## config.mk

```make
export PLATFORM = sky130hd
export DESIGN_NAME = sram_mem_controller
export DESIGN_NICKNAME = d
export VERILOG_FILES = /design/src/rtl/arm_pkg.sv /design/src/rtl/sram_addr_xlate.sv /design/src/rtl/sram_mem_controller.sv
export SDC_FILE = /design/constraint.sdc
export NUM_CORES = 1
export LEC_CHECK = 0
export CAP_MARGIN = 20
export CORE_MARGIN = 2
export CORE_UTILIZATION = 42
export DETAILED_ROUTE_END_ITERATION = 7
export GPL_TIMING_DRIVEN = 0
export PLACE_DENSITY = 0.77
export SLEW_MARGIN = 20
export SYNTH_ARGS = -nofsm -noshare
export SYNTH_HDL_FRONTEND = slang
export SYNTH_HIERARCHICAL = 1
export SYNTH_SLANG_ARGS = --single-unit
export TNS_END_PERCENT = 20
```

## constraint.sdc

```tcl
create_clock -name clk -period 1.65 [get_ports clk]
set_clock_uncertainty 0.15 [all_clocks]
set_input_delay 0.2475 -clock clk [delete_from_list [all_inputs] [get_ports clk]]
set_output_delay 0.2475 -clock clk [all_outputs]
set_load 0.02 [all_outputs]
```

## src/rtl/arm_pkg.sv

```systemverilog
// Shared types and constants for the EXE/MEM-side SRAM controller.
`default_nettype none

package arm_pkg;

    typedef enum logic [1:0] {
        ST_IDLE = 2'd0,
        ST_LO   = 2'd1,
        ST_HI   = 2'd2,
        ST_DONE = 2'd3
    } state_e;

    localparam int unsigned c_sram_dw           = 16;
    localparam logic [31:0] c_base_addr_default = 32'd1024;

endpackage

`default_nettype wire

```

## src/rtl/sram_addr_xlate.sv

```systemverilog
// ============================================================================
//  Module   : sram_addr_xlate
//  Function : byte address -> low/high SRAM half-word addresses
//  Revision : 1.0
// ============================================================================
`default_nettype none

module sram_addr_xlate #(
    parameter int          ADDR_W    = 18,
    parameter logic [31:0] BASE_ADDR = 32'd1024
) (
    input  logic [31:0]       address_i,
    output logic [ADDR_W-1:0] lo_addr_o,
    output logic [ADDR_W-1:0] hi_addr_o
);

    logic [31:0] w_offset;
    logic [31:0] w_word;

    // Offset wraps in 32 bits; the bottom two byte-lane bits drop out in the shift.
    assign w_offset  = address_i - BASE_ADDR;
    assign w_word    = w_offset >> 2;
    assign lo_addr_o = ADDR_W'({w_word[30:0], 1'b0});
    assign hi_addr_o = ADDR_W'({w_word[30:0], 1'b1});

endmodule

`default_nettype wire

```

## src/rtl/sram_mem_controller.sv

```systemverilog
// ============================================================================
//  Module   : sram_mem_controller
//  Function : 32-bit load/store responder split into two 16-bit SRAM phases
//  Revision : 1.0
// ============================================================================
`default_nettype none

module sram_mem_controller
    import arm_pkg::*;
#(
    parameter int          ADDR_W      = 18,
    parameter int          WAIT_CYCLES = 1,
    parameter logic [31:0] BASE_ADDR   = c_base_addr_default
) (
    input  logic                 clk,
    input  logic                 rst_n,
    input  logic                 wr_en,
    input  logic                 rd_en,
    input  logic [31:0]          address,
    input  logic [31:0]          write_data,
    output logic [31:0]          read_data,
    output logic                 ready,
    output logic [ADDR_W-1:0]    sram_addr,
    input  logic [c_sram_dw-1:0] sram_dq_i,
    output logic [c_sram_dw-1:0] sram_dq_o,
    output logic                 sram_dq_oe,
    output logic                 sram_we_n,
    output logic                 sram_oe_n
);

    localparam int c_cnt_w = (WAIT_CYCLES > 0) ? $clog2(WAIT_CYCLES + 1) : 1;

    state_e                 state_q, state_d;
    logic [c_cnt_w-1:0]     wait_cnt_q, wait_cnt_d;
    logic                   is_write_q, is_write_d;
    logic [ADDR_W-1:0]      hi_addr_q, hi_addr_d;
    logic [c_sram_dw-1:0]   wdata_hi_q, wdata_hi_d;
    logic [31:0]            read_data_q, read_data_d;
    logic [ADDR_W-1:0]      sram_addr_q, sram_addr_d;
    logic [c_sram_dw-1:0]   dq_o_q, dq_o_d;
    logic                   dq_oe_q, dq_oe_d;
    logic                   we_n_q, we_n_d;
    logic                   oe_n_q, oe_n_d;

    logic                   w_req;
    logic                   w_phase_end;
    logic                   w_op_write;
    logic                   w_drive;
    logic [ADDR_W-1:0]      w_lo_addr;
    logic [ADDR_W-1:0]      w_hi_addr;

    sram_addr_xlate #(
        .ADDR_W    (ADDR_W),
        .BASE_ADDR (BASE_ADDR)
    ) u_xlate (
        .address_i (address),
        .lo_addr_o (w_lo_addr),
        .hi_addr_o (w_hi_addr)
    );

    assign w_req       = rd_en | wr_en;
    assign w_phase_end = (wait_cnt_q == c_cnt_w'(WAIT_CYCLES));
    assign w_op_write  = (state_q == ST_IDLE) ? wr_en : is_write_q;

    always_comb begin
        state_d     = state_q;
        wait_cnt_d  = wait_cnt_q;
        is_write_d  = is_write_q;
        hi_addr_d   = hi_addr_q;
        wdata_hi_d  = wdata_hi_q;
        read_data_d = read_data_q;
        sram_addr_d = sram_addr_q;
        dq_o_d      = dq_o_q;
        w_drive     = 1'b0;
        dq_oe_d     = 1'b0;
        we_n_d      = 1'b1;
        oe_n_d      = 1'b1;

        case (state_q)
            ST_IDLE: begin
                if (w_req) begin
                    state_d     = ST_LO;
                    wait_cnt_d  = '0;
                    is_write_d  = wr_en;
                    hi_addr_d   = w_hi_addr;
                    wdata_hi_d  = write_data[31:16];
                    sram_addr_d = w_lo_addr;
                    dq_o_d      = write_data[15:0];
                end
            end
            ST_LO: begin
                if (w_phase_end) begin
                    state_d     = ST_HI;
                    wait_cnt_d  = '0;
                    sram_addr_d = hi_addr_q;
                    dq_o_d      = wdata_hi_q;
                    if (!is_write_q) begin
                        read_data_d[15:0] = sram_dq_i;
                    end
                end else begin
                    wait_cnt_d = wait_cnt_q + 1'b1;
                end
            end
            ST_HI: begin
                if (w_phase_end) begin
                    state_d    = ST_DONE;
                    wait_cnt_d = '0;
                    if (!is_write_q) begin
                        read_data_d[31:16] = sram_dq_i;
                    end
                end else begin
                    wait_cnt_d = wait_cnt_q + 1'b1;
                end
            end
            ST_DONE: begin
                state_d = ST_IDLE;
            end
            default: begin
                state_d = ST_IDLE;
            end
        endcase

        // Strobes are registered, so they follow the state being entered.
        w_drive = (state_d == ST_LO) || (state_d == ST_HI);
        dq_oe_d = w_drive && w_op_write;
        we_n_d  = !(w_drive && w_op_write);
        oe_n_d  = !(w_drive && !w_op_write);
    end

    always_ff @(posedge clk or negedge rst_n) begin
        if (!rst_n) begin
            state_q     <= ST_IDLE;
            wait_cnt_q  <= '0;
            is_write_q  <= 1'b0;
            hi_addr_q   <= '0;
            wdata_hi_q  <= '0;
            read_data_q <= '0;
            sram_addr_q <= '0;
            dq_o_q      <= '0;
            dq_oe_q     <= 1'b0;
            we_n_q      <= 1'b1;
            oe_n_q      <= 1'b1;
        end else begin
            state_q     <= state_d;
            wait_cnt_q  <= wait_cnt_d;
            is_write_q  <= is_write_d;
            hi_addr_q   <= hi_addr_d;
            wdata_hi_q  <= wdata_hi_d;
            read_data_q <= read_data_d;
            sram_addr_q <= sram_addr_d;
            dq_o_q      <= dq_o_d;
            dq_oe_q     <= dq_oe_d;
            we_n_q      <= we_n_d;
            oe_n_q      <= oe_n_d;
        end
    end

    assign ready      = !w_req || (state_q == ST_DONE);
    assign read_data  = read_data_q;
    assign sram_addr  = sram_addr_q;
    assign sram_dq_o  = dq_o_q;
    assign sram_dq_oe = dq_oe_q;
    assign sram_we_n  = we_n_q;
    assign sram_oe_n  = oe_n_q;

endmodule

`default_nettype wire
```

==> summary.md <==
| Metric | Value |
|---|---|
| Static leakage | 3.32 nW |
| Seq/Total Area, Yosys | 0.560 |
| CTS tree | built |
| Die area | 12300 µm² |
| Worst skew pair latency | 0.35 ns |
| Clk sinks | 107 |
| Hold depth | 3 |
| Final #Nets | 646 |
| Mean post-synth cell area | 12.7 µm² |
| Proportion of power drawn by combinational gates | 0.562 |
| N_diodes | 0 |
| Via density per instance | 5.06 |
| Critical path arrival | 1.95 ns |
| Ys async rst share | 1.00 |
| Crit path capture type | flip-flop |
| Final worst slack | -0.218 ns |
| Final WL | 12500 µm |
| Drt first pass iters | 4 |
| Clk network pwr share | 0.137 |
| Final ANT Viol Nets | 0 |
| # fillers | 835 |
| Starting DRT DRC Count | 130 |
| HP Class | in -> reg |
| FP Rows | 38 |
| Routed wire length per instance | 17.9 µm |
| Root Buffer | clkbuf_16 |
| Minimum clock period | 1.87 ns |
| Final worst-path cycle share | 1.13 |
| CP required | 1.74 ns |
| Initial core utilization | 0.436 |
| Layout area overhead | 52.6% |
| Library cells used by synthesis | 34 |
| Seq pwr share | 0.302 |
| First-pass GRT wire length | 20400 µm |
| Internal | 0.00980 W |
| Vias in the first global route | 3977 |
| PD cells | 2170 nW/µm² |
| Reg2reg path depth | 10 |
| Via count | 3545 |
| Share of cells above drive strength 1 | 0.370 |
| Number of CTS-inserted buffers | 9 |
| Power, Total | 0.0158 W |
| CP Max Fanout | 6 |
| Fmax | 535 MHz |
| Status | finished, violations left |
| Slew at the pin closest to its max-slew limit | 0.503 ns |
| Psw | 0.00604 W |
| Synth warn | 6 |
| Setup TNS Final | -10.97 ns |
| Overflow after GRT | 0 |
| Startpoint types | flip-flop |
| Maximum vdd ir drop | 1.17 mV |
| Max-Cap Viols | 0 |
| Detailed placement HPWL | 8150 µm |
| Setup violators final | 92 |
| Final Hold Viols | 0 |
| RD Place Congestion | 0.820 |
| Mapped Area | 4790 µm² |
| Slew HR | 0.664 |
| Horiz. Die Dim | 111 µm |
| # DRC | 0 |
| RSZ-0062 raised after global routing | yes |
| Finished Core Util | 0.665 |
| Core box area | 11000 µm² |
| Initial antenna violation count | 0 |
| Slew Viols, Final | 0 |
| Synth Register Bits | 107 |
| Largest net degree at the start of global routing | 56 |
| Io pins | 154 |
| Port bufs | 130 |
| Die Span Y | 111 µm |
| Clock-pin slew on the worst setup and hold paths | 0.07 ns |
| Failing checks | negative setup slack |
| Crit Path Category | reg -> reg |
| Clock tree buffer depth | 2 |
| Post-synth net total | 469 |
| CTS H-tree depth | 3 |
| Syn Inst Count | 378 |
| GR Util All Layers | 0.209 |
| Count of flip-flops with a built-in enable after synthesis | 0 |
| Sw frac | 0.381 |
| Top_reg_cell synth | dfrtp_1 |
==> flip-flops by register name, summed over array words and instances (netlist names), 2 cells and up <==
name / flops
sram_addr: 18
state_q: 2
wdata_hi_q: 16
read_data: 32
hi_addr_q: 18
sram_dq_o: 16
==> cells in the final DEF, fill, tap and decap left out, types with 8 or more instances in the layout <==
cell             count
a21oi_1             18
a21oi_2             17
buf_4               48
buf_6                8
clkbuf_16           10
clkdlybuf4s50_1     55
dfrtp_1            103
dlygate4sd2_1       73
dlygate4sd3_1        9
mux2_2              35
mux2_4              31
mux2i_1             34
nor2_1              31
==> per-layer routing <==
layer,vias to the layer above,routed length (µm),global-route usage
li1,1626,-,-
met1,1798,5260,0.256
met2,106,6190,0.350
met3,15,855,0.0645
met4,0,218,0.0742
met5,-,0,0
==> cells by family (layout without fill, tap and decap cells) <==
kind of cell / Yosys count / in the layout / synth area share
AOI/OAI and AO/OA: 46 / 46 / 0.0533
xor gates and xnor gates: 6 / 6 / 0.0110
adders and majority gates: 7 / 7 / 0.0183
buffers and inverters: 50 / 232 / 0.0680
DFF: 107 / 107 / 0.560
muxes: 101 / 101 / 0.228
other: 2 / 2 / 0.00157
and+or+nand+nor: 59 / 59 / 0.0596
==> per-stage QoR <==
stage          area [µm²]  hold slack (ns)  std cells  worst slack [ns]
3_3_place_gp         6280            0.331        648             -3.74
6_report             7300           0.0460        700            -0.218
3_5_place_dp         6310           0.0789        649            -0.785
4_1_cts              7230           0.0315        700            -0.206
5_1_grt              7300           0.0569        700            -0.280
2_1_floorplan        4800           -0.198        378            -0.146
==> worst max-delay path, stage by stage (launching register included) <==
cell and delay, ns:
dfrtp_2 0.46, inv_4 0.09, ha_4 0.14, buf_8 0.13, nor2_4 0.04, a211oi_2 0.13
buf_4 0.19, buf_12 0.14, buf_12 0.11, buf_16 0.11, a21oi_2 0.05
==> power groups by stage <==
stage	Clock [W]	Sequential, W	Combinational (W)
2_1_floorplan	0	0.00571	0.00324
3_3_place_gp	0	0.00468	0.00694
3_5_place_dp	0	0.00478	0.00713
4_1_cts	0.00221	0.00475	0.00872
5_1_grt	0.00232	0.00495	0.00948
6_report	0.00216	0.00478	0.00890
==> layout make-up <==
cell class	instances	area, µm²	share of cell area
sequential	107	2680	0.367
multi-input combinational	221	2090	0.286
timing repair buffer	167	1630	0.223
buffer	42	405	0.0555
clock buffer	11	243	0.0332
tap	140	175	0.0240
clock inverter	5	52.6	0.00719
inverter	7	28.8	0.00394
==> Yosys cell counts, types with 2 or more instances <==
cell type,count,share of area
buf_2,11,0.011
conb_1,2,0.0016
a21oi_1,35,0.037
nand2_2,2,0.0026
xor2_1,4,0.0073
nor2_1,40,0.031
ha_1,7,0.018
dfstp_2,2,0.011
xnor2_1,2,0.0037
inv_1,7,0.0055
nand3_1,3,0.0031
dfrtp_1,105,0.55
nand2_1,3,0.0024
buf_4,31,0.049
mux2_2,66,0.16
mux2i_1,35,0.073
o21ai_0,5,0.0052
or2_2,2,0.0026
==> worst paths after layout <==
path | start | endpoint | slack [ns]
setup / recovery | state_q[1]$_DFF_PN0_ | sram_addr[7]$_DFFE_PN0P_ | -0.22
hold / removal | address[2] | sram_addr[1]$_DFFE_PN0P_ | 0.05
setup reg to reg | state_q[1]$_DFF_PN0_ | sram_addr[7]$_DFFE_PN0P_ | -0.22
hold reg to reg | read_data[5]$_DFFE_PN0P_ | read_data[5]$_DFFE_PN0P_ | 0.35
max in group asynchronous | rst_n | sram_oe_n$_DFF_PN1_ | 0.44
min in group asynchronous | rst_n | wdata_hi_q[3]$_DFFE_PN0P_ | 0.26
==> timing repair <==
| item | in CTS | in global routing |
|---|---|---|
| endpoints found under the hold margin | 60 | 0 |
| hold buffers | 9 | 0 |
| pin swaps | 6 | 0 |
| setup endpoints to repair | 168 | 94 |
| cloned | 5 | 0 |
| gates resized for setup | 175 | 33 |
| setup buffers | 21 | 2 |
No activity file was read; power rests on OpenSTA's default activity.
